$ cat config.mk
export PLATFORM = sky130hd
export DESIGN_NAME = ngp_mc_core
export DESIGN_NICKNAME = d
export VERILOG_FILES = /design/src/rtl/ngp_mc_core.sv
export SDC_FILE = /design/constraint.sdc
export NUM_CORES = 1
export LEC_CHECK = 0
export CORE_MARGIN = 4
export CORE_UTILIZATION = 48
export CTS_BUF_LIST = sky130_fd_sc_hd__clkbuf_16
export DETAILED_ROUTE_END_ITERATION = 6
export PLACE_DENSITY = 0.79
export SLEW_MARGIN = 0
export SYNTH_ARGS = -nofsm -noshare
export SYNTH_HDL_FRONTEND = slang
export SYNTH_SLANG_ARGS = --single-unit
$ cat constraint.sdc
create_clock -name clk -period 6.75 [get_ports clk]
set_input_delay 2.025 -clock clk [delete_from_list [all_inputs] [get_ports clk]]
set_output_delay 2.025 -clock clk [all_outputs]
set_load 0.03 [all_outputs]
$ cat src/rtl/ngp_mc_core.sv
// ngp_mc_core - multi-cycle core for a 16-bit two-register (A/D) instruction set.
//
// Each instruction is fetched in FETCH, then decoded and executed in EXEC.
// A compute instruction that reads *A visits MEM_RD first. One that writes *A
// visits MEM_WR after the ALU result is known. When the instruction retires,
// every selected destination, pc and the jump decision update on the same edge.
//
// Ports
//   clk         rising-edge clock
//   rst         asynchronous active-high reset
//   imem_addr   instruction fetch address (the pc)
//   imem_data   16-bit instruction word
//   imem_valid  imem_data is valid for imem_addr this cycle
//   dmem_req    data-memory request, held until dmem_ack
//   dmem_we     1 = write, 0 = read
//   dmem_addr   data address (A as it was at instruction start)
//   dmem_wdata  write data (ALU result)
//   dmem_rdata  read data, valid in the ack cycle
//   dmem_ack    request completed
//   a_q, d_q    architectural A and D registers
//   halted      core stopped on a self-jump, until reset
module ngp_mc_core #(
    parameter int               WIDTH    = 16,
    parameter logic [WIDTH-1:0] RESET_PC = '0
) (
    input  logic             clk,
    input  logic             rst,
    output logic [WIDTH-1:0] imem_addr,
    input  logic [15:0]      imem_data,
    input  logic             imem_valid,
    output logic             dmem_req,
    output logic             dmem_we,
    output logic [WIDTH-1:0] dmem_addr,
    output logic [WIDTH-1:0] dmem_wdata,
    input  logic [WIDTH-1:0] dmem_rdata,
    input  logic             dmem_ack,
    output logic [WIDTH-1:0] a_q,
    output logic [WIDTH-1:0] d_q,
    output logic             halted
);

    typedef enum logic [2:0] {
        FETCH  = 3'd0,
        EXEC   = 3'd1,
        MEM_RD = 3'd2,
        MEM_WR = 3'd3,
        HALT   = 3'd4
    } state_t;

    localparam logic [WIDTH-1:0] ONE = WIDTH'(1);

    state_t           state;
    state_t           state_nxt;
    logic [WIDTH-1:0] pc;
    logic [15:0]      ir;
    logic [WIDTH-1:0] mem_q;    // *A captured on the read ack
    logic             rd_done;  // the read phase of this instruction is complete

    // Decoded instruction fields
    logic       is_comp;
    logic       use_m;
    logic       alu_u;
    logic [1:0] alu_op;
    logic       alu_zx;
    logic       alu_sw;
    logic       dest_a;
    logic       dest_d;
    logic       dest_m;
    logic [2:0] jmp;

    assign is_comp = ir[15];
    assign use_m   = ir[12];
    assign alu_u   = ir[10];
    assign alu_op  = ir[9:8];
    assign alu_zx  = ir[7];
    assign alu_sw  = ir[6];
    assign dest_a  = ir[5];
    assign dest_d  = ir[4];
    assign dest_m  = ir[3];
    assign jmp     = ir[2:0];

    // ALU: the swap is applied before the zero-forcing of X.
    function automatic logic [WIDTH-1:0] alu(
        input logic [WIDTH-1:0] d_in,
        input logic [WIDTH-1:0] y_in,
        input logic             u,
        input logic [1:0]       op,
        input logic             zx,
        input logic             sw
    );
        logic [WIDTH-1:0] x;
        logic [WIDTH-1:0] y;
        x = sw ? y_in : d_in;
        y = sw ? d_in : y_in;
        if (zx) begin
            x = '0;
        end
        if (u) begin
            case (op)
                2'b00:   alu = x + y;
                2'b01:   alu = x + ONE;
                2'b10:   alu = x - y;
                default: alu = x - ONE;
            endcase
        end else begin
            case (op)
                2'b00:   alu = x & y;
                2'b01:   alu = x | y;
                2'b10:   alu = x ^ y;
                default: alu = ~x;
            endcase
        end
    endfunction

    logic [WIDTH-1:0]        y_sel;
    logic [WIDTH-1:0]        alu_res;
    logic signed [WIDTH-1:0] res_s;
    logic                    res_neg;
    logic                    res_zero;
    logic                    res_pos;
    logic                    jump_taken;
    logic                    halt_hit;
    logic [WIDTH-1:0]        pc_inc;
    logic [WIDTH-1:0]        imm_ext;

    assign y_sel    = use_m ? mem_q : a_q;
    assign alu_res  = alu(d_q, y_sel, alu_u, alu_op, alu_zx, alu_sw);
    assign res_s    = alu_res;
    assign res_neg  = (res_s < 0);
    assign res_zero = (alu_res == '0);
    assign res_pos  = !res_neg && !res_zero;

    assign jump_taken = is_comp &&
                        ((jmp[2] && res_neg) || (jmp[1] && res_zero) || (jmp[0] && res_pos));
    // A self-jump that is unconditional is the program's way of stopping.
    assign halt_hit   = jump_taken && (jmp == 3'b111) && (a_q == pc);
    assign pc_inc     = pc + ONE;
    assign imm_ext    = {{(WIDTH-15){1'b0}}, ir[14:0]};

    // A stays at its start-of-instruction value until retire, so both the data
    // address and the jump target come straight from a_q. The ALU inputs are
    // also frozen during MEM_WR, which keeps dmem_wdata stable for the request.
    assign imem_addr  = pc;
    assign dmem_req   = (state == MEM_RD) || (state == MEM_WR);
    assign dmem_we    = (state == MEM_WR);
    assign dmem_addr  = a_q;
    assign dmem_wdata = alu_res;
    assign halted     = (state == HALT);

    logic retire;

    always_comb begin
        state_nxt = state;
        retire    = 1'b0;
        case (state)
            FETCH: begin
                if (imem_valid) begin
                    state_nxt = EXEC;
                end
            end
            EXEC: begin
                if (!is_comp) begin
                    retire = 1'b1;
                end else if (use_m && !rd_done) begin
                    state_nxt = MEM_RD;
                end else if (dest_m) begin
                    state_nxt = MEM_WR;
                end else begin
                    retire = 1'b1;
                end
            end
            MEM_RD: begin
                // Return to EXEC so that dmem_req drops for a cycle between
                // the read and any following write.
                if (dmem_ack) begin
                    state_nxt = EXEC;
                end
            end
            MEM_WR: begin
                if (dmem_ack) begin
                    retire = 1'b1;
                end
            end
            HALT: begin
                state_nxt = HALT;
            end
            default: begin
                state_nxt = FETCH;
            end
        endcase
        if (retire) begin
            state_nxt = halt_hit ? HALT : FETCH;
        end
    end

    always_ff @(posedge clk or posedge rst) begin
        if (rst) begin
            state   <= FETCH;
            pc      <= RESET_PC;
            a_q     <= '0;
            d_q     <= '0;
            rd_done <= 1'b0;
        end else begin
            state <= state_nxt;
            if (state == FETCH && imem_valid) begin
                rd_done <= 1'b0;
            end else if (state == MEM_RD && dmem_ack) begin
                rd_done <= 1'b1;
            end
            if (retire) begin
                pc <= jump_taken ? a_q : pc_inc;
                if (!is_comp) begin
                    a_q <= imm_ext;
                end else if (dest_a) begin
                    a_q <= alu_res;
                end
                if (is_comp && dest_d) begin
                    d_q <= alu_res;
                end
            end
        end
    end

    // The instruction and read-data holding registers need no reset. They are
    // always written before they are used.
    always_ff @(posedge clk) begin
        if (state == FETCH && imem_valid) begin
            ir <= imem_data;
        end
        if (state == MEM_RD && dmem_ack) begin
            mem_q <= dmem_rdata;
        end
    end

endmodule

# --- Word level (Yosys, flattened, before mapping) ---
# Cells that the tools add are included.
op_classes:
  n_addsub: 5
  n_lt_le_gt_ge: 1
  n_eq_ne: 14
  muxes: 25
  bitwise_logic: 4
  n_reduce_logical: 24
ops:
  columns: ["cell", "n"]
  rows:
  - ["16-bit two-way mux", 8]
  - ["16-bit one-hot mux with 3 select lines", 2]
  - ["16-bit by 1-bit adder with 16-bit output (second input constant)", 2]
  - ["3-bit two-way mux", 7]
  - ["16-bit adder", 1]
  - ["16-bit AND", 1]
  - ["16-bit equality test", 1]
  - ["16-bit zero test", 1]
  - ["16-bit by 1-bit less-than comparator with 1-bit output (second input constant)", 1]
  - ["16-bit NOT", 1]
  - ["16-bit bitwise OR", 1]
  - ["16-bit by 1-bit subtractor with 16-bit output (second input constant)", 1]
  - ["16-bit subtractor", 1]
  - ["16-bit bitwise XOR", 1]
  - ["3-bit one-hot mux with 5 select lines", 1]
  - ["1-bit logical AND", 11]
  - ["3-bit != test (second input constant)", 3]
  - ["3-bit by 2-bit equality test with 1-bit output (second input constant)", 2]
  - ["3-bit equality test (second input constant)", 2]
  - ["1-bit two-way mux", 6]
  - ["5-bit AND reduction", 1]
  - ["4-bit != test (second input constant)", 1]
  - ["2-bit AND reduction", 2]
  - ["3-bit by 1-bit equality test with 1-bit output (second input constant)", 1]
  - ["10 further kinds", 14]
word_totals:
  reg_bits: 84
  in_bits: 36
  output_inout_bits: 83
  wordCells: 80

# --- Longest topological paths before layout ---
# Gate-level depths: netlist of the first run.
depth:
  word_depth: 16
  mapped_depth: 24
  ltp_nobuf: 21

# --- Worst setup path before layout of the first run ---
# No wires, ideal clock.
synth_timing:
  kind: "register to output"
  startpoint: "reg a_q[1]"
  endpoint: "out dmem_wdata[15]"
  arrival_ns: 4.227
  t_required_ns: 4.725
  path_slack_ns: 0.498
  stages_incl_launch_ff: 17
  path_buffers: 1
  path_cell_list: "dfrtp_1 > mux2_1 > mux2i_1 > ha_1 > nand3_1 > nor2_1 > nor3_1 > a21oi_1 > o21ai_0 > ha_1 > a2111o_1 > o21ai_1 > a311oi_1 > a2111oi_0 > xnor3_1 > a21oi_1 > buf_4"
synth_between:
  elab_chain_len: 6
  word_cells_on_any_way: 10
  cone_classes: "add/sub (4); mux (6)"
synth_rtl:
  columns: ["item", "line_no", "rtl"]
  rows:
  - ["start: declaration", "37", "output logic [WIDTH-1:0] a_q,"]
  - ["start signal: assignment", "213", "a_q <= imm_ext;"]
  - ["start signal: assignment", "215", "a_q <= alu_res;"]
  - ["16-bit two-way mux (*)", "126", "assign y_sel = use_m ? mem_q : a_q;"]
  - ["16-bit two-way mux", "93", "x = sw ? y_in : d_in;"]
  - ["16-bit two-way mux", "95", "if (zx) begin"]
  - ["16-bit by 1-bit subtractor with 16-bit output, or another cell as far along", "103", "default: alu = x - ONE;"]
  - ["16-bit one-hot mux with 3 select lines (*)", "99", "case (op)"]
  - ["16-bit two-way mux (*)", "98", "if (u) begin"]
  - ["end: declaration", "34", "output logic [WIDTH-1:0] dmem_wdata,"]
# Mark *: on every way between the ends. The rest lies on a longest branch, timed or not.

# --- Worst setup path after layout of the first run ---
layout_timing:
  startpoint: "reg ir[12]"
  endpoint: "out dmem_wdata[14]"
layout_between:
  elab_chain_len: 6
  word_cells_on_any_way: 15
  cone_classes: "add/sub (4); mux (7); bitwise (4)"
layout_rtl:
  columns: ["item", "line_no", "rtl"]
  rows:
  - ["start: declaration", "55", "logic [15:0] ir;"]
  - ["start signal: assignment", "228", "ir <= imem_data;"]
  - ["16-bit two-way mux (*)", "126", null]
  - ["16-bit two-way mux", "93", null]
  - ["16-bit two-way mux", "95", null]
  - ["16-bit by 1-bit subtractor with 16-bit output, or another cell as far along", "103", null]
  - ["16-bit one-hot mux with 3 select lines, on equally long branches", "99, 106", null]
  - ["16-bit two-way mux (*)", "98", null]
# Marks and branches as above.

==> results.md, run 1 <==
- Share of cells above drive strength 1: between 10 and 15%
- RSZ-0062 raised after global routing: true
- Req. time, crit path: between 4 and 5 ns
- Placed cell count: roughly 1000
- Cells after Synth: approximately 770
- Most used cell, CP: a21oi_1
- Routed Antenna Nets: 0
- Clk pin slew, worst setup/hold paths: 0.06 ns
- Worst Hold Slack: 0.5181 ns
- Drt total wl: just over 20 mm
- Clock buffer depth: 2
- Area leader, netlist: dfrtp_1
- Area Growth Syn to Fin: 24.04%
- Synth Register Bits: 84
- Total GRT Usage: 23.83%
- EDFF count, synth: 32
- Status: finished, final reports clean
- Initial antenna violation count: 0
- Chip height: between 100 and 150 µm
- Largest net degree at the start of global routing: 53
- Finished Layout Cells: roughly 1100
- GPL Wtd Cong: around 0.9
- Netlist cell types: 77
- ANT cells: 0
- Vias post-DR: about 6400
- Cell Area, Synth: 6985 µm²
- Core Footprint: between 10000 and 15000 µm²
- Multi-input combinational cell area: ~4200 µm²
- FFs w/ async S/R, synth: ~62%
- Tmin final: 6.551 ns
- Count of pins over their slew limit: 0
- Final hold vios: 0
- WL met2: 9.470 mm
- Pleak: between 3 and 4 nW
- Post-Route Skew: just over 0.007 ns
- Final setup viols: 0
- Met1 wire length: ~8.6 mm
- Drt pass-1 iters: 7
- Die X: 128.6 µm
- Slew HR: a little over two fifths
- Crit share post-route: a little over nine tenths
- 1st-iter DRT viols: approximately 670
- Peak supply drop: around 430 µV
- Initial Util: 49.75%
- Vias per cell: approximately 6
- Clock Sink Count: 84
- Critical path fanouts, max: 6
- Clk_lat worst skew: around 0.34 ns
- Vias in the first global route: between 6000 and 7000
- Sequential share of the synthesized area: around a third
- FILL cells: between 1000 and 1500
- Clock Tree Root: clkbuf_16
- Max Cap Violations: 0
- Max incr delay on CP: 0.51 ns
- Area fraction of the dominant cell type after synthesis: a little under a fifth
- Fin nets: between 900 and 1000
- Post-route DRC: 0
- Crit Path Class: flip-flop to output port
- H-tree Lvls: 3
- Top FF cell, synth: dfrtp_1
- Post-Syn Area per Cell: 9.084 µm²
- Global-route wire length before repair: approximately 31 mm
- CP startpoint kind: flip-flop
- Count leader, synth: inv_1
- Routed WL per cell: around 19 µm
- # port buffers: roughly 120
- Slowest cell on the critical path: edfxtp_1
- Met3 WL: 1.536 mm
- Worst-path cell chain: buf_4 -> mux2_2 -> mux2i_1 -> nand4_1 -> or2_2 -> nor2_1 -> nor3_1 -> a21oi_1 -> o21ai_0 -> ha_1 -> a21oi_1 -> a21oi_1 -> a311o_1 -> a41oi_2 -> mux2i_1 -> o21bai_2 -> buf_4
- # IOs: approximately 120
- Worst-margin pin slew: ~0.84 ns
- FP Rows: 43
- Die area: around 17000 µm²
- Hpwl dp: around 15 mm
- Power per Cell Area: 557.3 nW/µm²
- Synth top area cells: dfrtp_1 (19%), edfxtp_1 (14%), ha_1 (9.5%)
- Sequential standard cell area: 2262 µm²
- Setup crit end kind: output port
- CTS Buf Count: 9
- Max Clock Freq: approximately 150 MHz
- Worst min path class: flip-flop to flip-flop
- Critical Path AT: 4.53 ns
- DR top layer: met4
- CTS tree: yes
- Remaining Overflow, GRT: 0
- Syn nets: 859
- Ys Warns: 0
- Synth cell count leaders: inv_1 (67), nor2_1 (63), a21oi_1 (58)
==> stage by stage <==
step                cell area (µm²)  setup slack [ns]  power, W  utilization (%)  setup TNS [ns]
floorplan                      6985            0.4980  0.003193                -               0
global placement               8309            0.4379  0.004244            59.17               0
detailed placement             8309            0.3248  0.004304            59.17               0
CTS                            8591           0.01185  0.004776            61.18               0
global route                   8665          -0.01670  0.005149            61.70        -0.01670
finish                         8665            0.1995  0.004829            61.70               0
==> per-layer routing <==
| metal | global-route usage (%) | vias up |
|---|---|---|
| li1 | - | 2974 |
| met3 | 5.023 | 42 |
| met4 | 7.474 | 0 |
| met1 | 32.57 | 3100 |
| met2 | 38.09 | 297 |
| met5 | 0 | - |
==> power by group <==
part	total (W)	switching, W	leakage, nW	internal (W)
registers	0.00102	0.000300	0.893	0.000721
clock network	0.000447	0.000199	0.132	0.000247
logic	0.00336	0.00195	2.74	0.00141
total	0.00483	0.00245	3.76	0.00238
==> final cells by class <==
| cell class | count | area share [%] |
|---|---|---|
| multi-input cells | 560 | 48.65 |
| flip-flops and latches | 84 | 26.11 |
| repair buffers | 151 | 16.56 |
| inverters | 69 | 2.989 |
| clock buffers | 9 | 2.599 |
| well taps | 180 | 2.599 |
| clock inverters | 7 | 0.4910 |
==> cells by family after synthesis <==
kind of cell | share of synthesized area (%)
flip-flops | 32.38
AND/OR/NAND/NOR | 14.65
AO/OA/AOI/OAI | 20.04
XOR/XNOR | 3.582
buffers and inverters | 8.311
adder cells (fa/ha/maj) | 9.780
multiplexers | 11.25
==> placed cells by master (no fill, tap or decap), types with 19 or more instances in the layout <==
cell type	instances
clkdlybuf4s50_1	110
inv_1	66
nor2_1	61
a21oi_1	53
ha_1	52
dfrtp_1	52
nand2_1	45
mux2i_1	38
buf_4	37
o21ai_0	34
edfxtp_1	32
xnor2_1	20
mux2_2	19
==> flip-flops by register name, summed over array words and instances (netlist names) <==
register   count
a_q           16
d_q           16
imem_addr     16
ir            16
mem_q         16
state          3
rd_done        1
==> critical path, delay by kind of cell, from the launching register on <==
| family | cells | cell delay, ns |
|---|---|---|
| AO/OA/AOI/OAI | 7 | 1.27 |
| multiplexers | 3 | 0.86 |
| AND/OR/NAND/NOR | 4 | 0.80 |
| flip-flops | 1 | 0.51 |
| buffers and inverters | 2 | 0.40 |
| adder cells (fa/ha/maj) | 1 | 0.35 |
==> path summary, 6_finish.rpt <==
check	cells past startpoint	slack, ns	from	end
setup reg to reg	18	1.00	ir[12]$_DFFE_PP_	imem_addr[9]$_DFFE_PP0P_
min in group asynchronous	3	2.20	rst	state[0]$_DFFE_PP0P_
hold / removal	2	0.52	rd_done$_DFFE_PP0P_	rd_done$_DFFE_PP0P_
hold reg to reg	2	0.52	rd_done$_DFFE_PP0P_	rd_done$_DFFE_PP0P_
max in group asynchronous	3	4.08	rst	d_q[12]$_DFFE_PP0P_
setup / recovery	17	0.20	ir[12]$_DFFE_PP_	dmem_wdata[14]
==> what timing repair did <==
item	in CTS	in global routing
hold endpoints to repair	0	0
setup buffers	1	1
pin swaps	0	1
setup endpoints to repair	2	7
hold buffers	0	0
gates resized for setup	2	17
(Power assumes the default switching activity.)
==> run 2: changes to the inputs <==
--- a/config.mk
+++ b/config.mk
@@ -8,6 +8,7 @@
 export CORE_MARGIN = 4
 export CORE_UTILIZATION = 48
 export CTS_BUF_LIST = sky130_fd_sc_hd__clkbuf_16
+export CTS_CLUSTER_SIZE = 40
 export DETAILED_ROUTE_END_ITERATION = 6
 export PLACE_DENSITY = 0.79
 export SLEW_MARGIN = 0
==> results of run 2 <==
No change in the layout: final DEF, timing and power equal those of run 1.
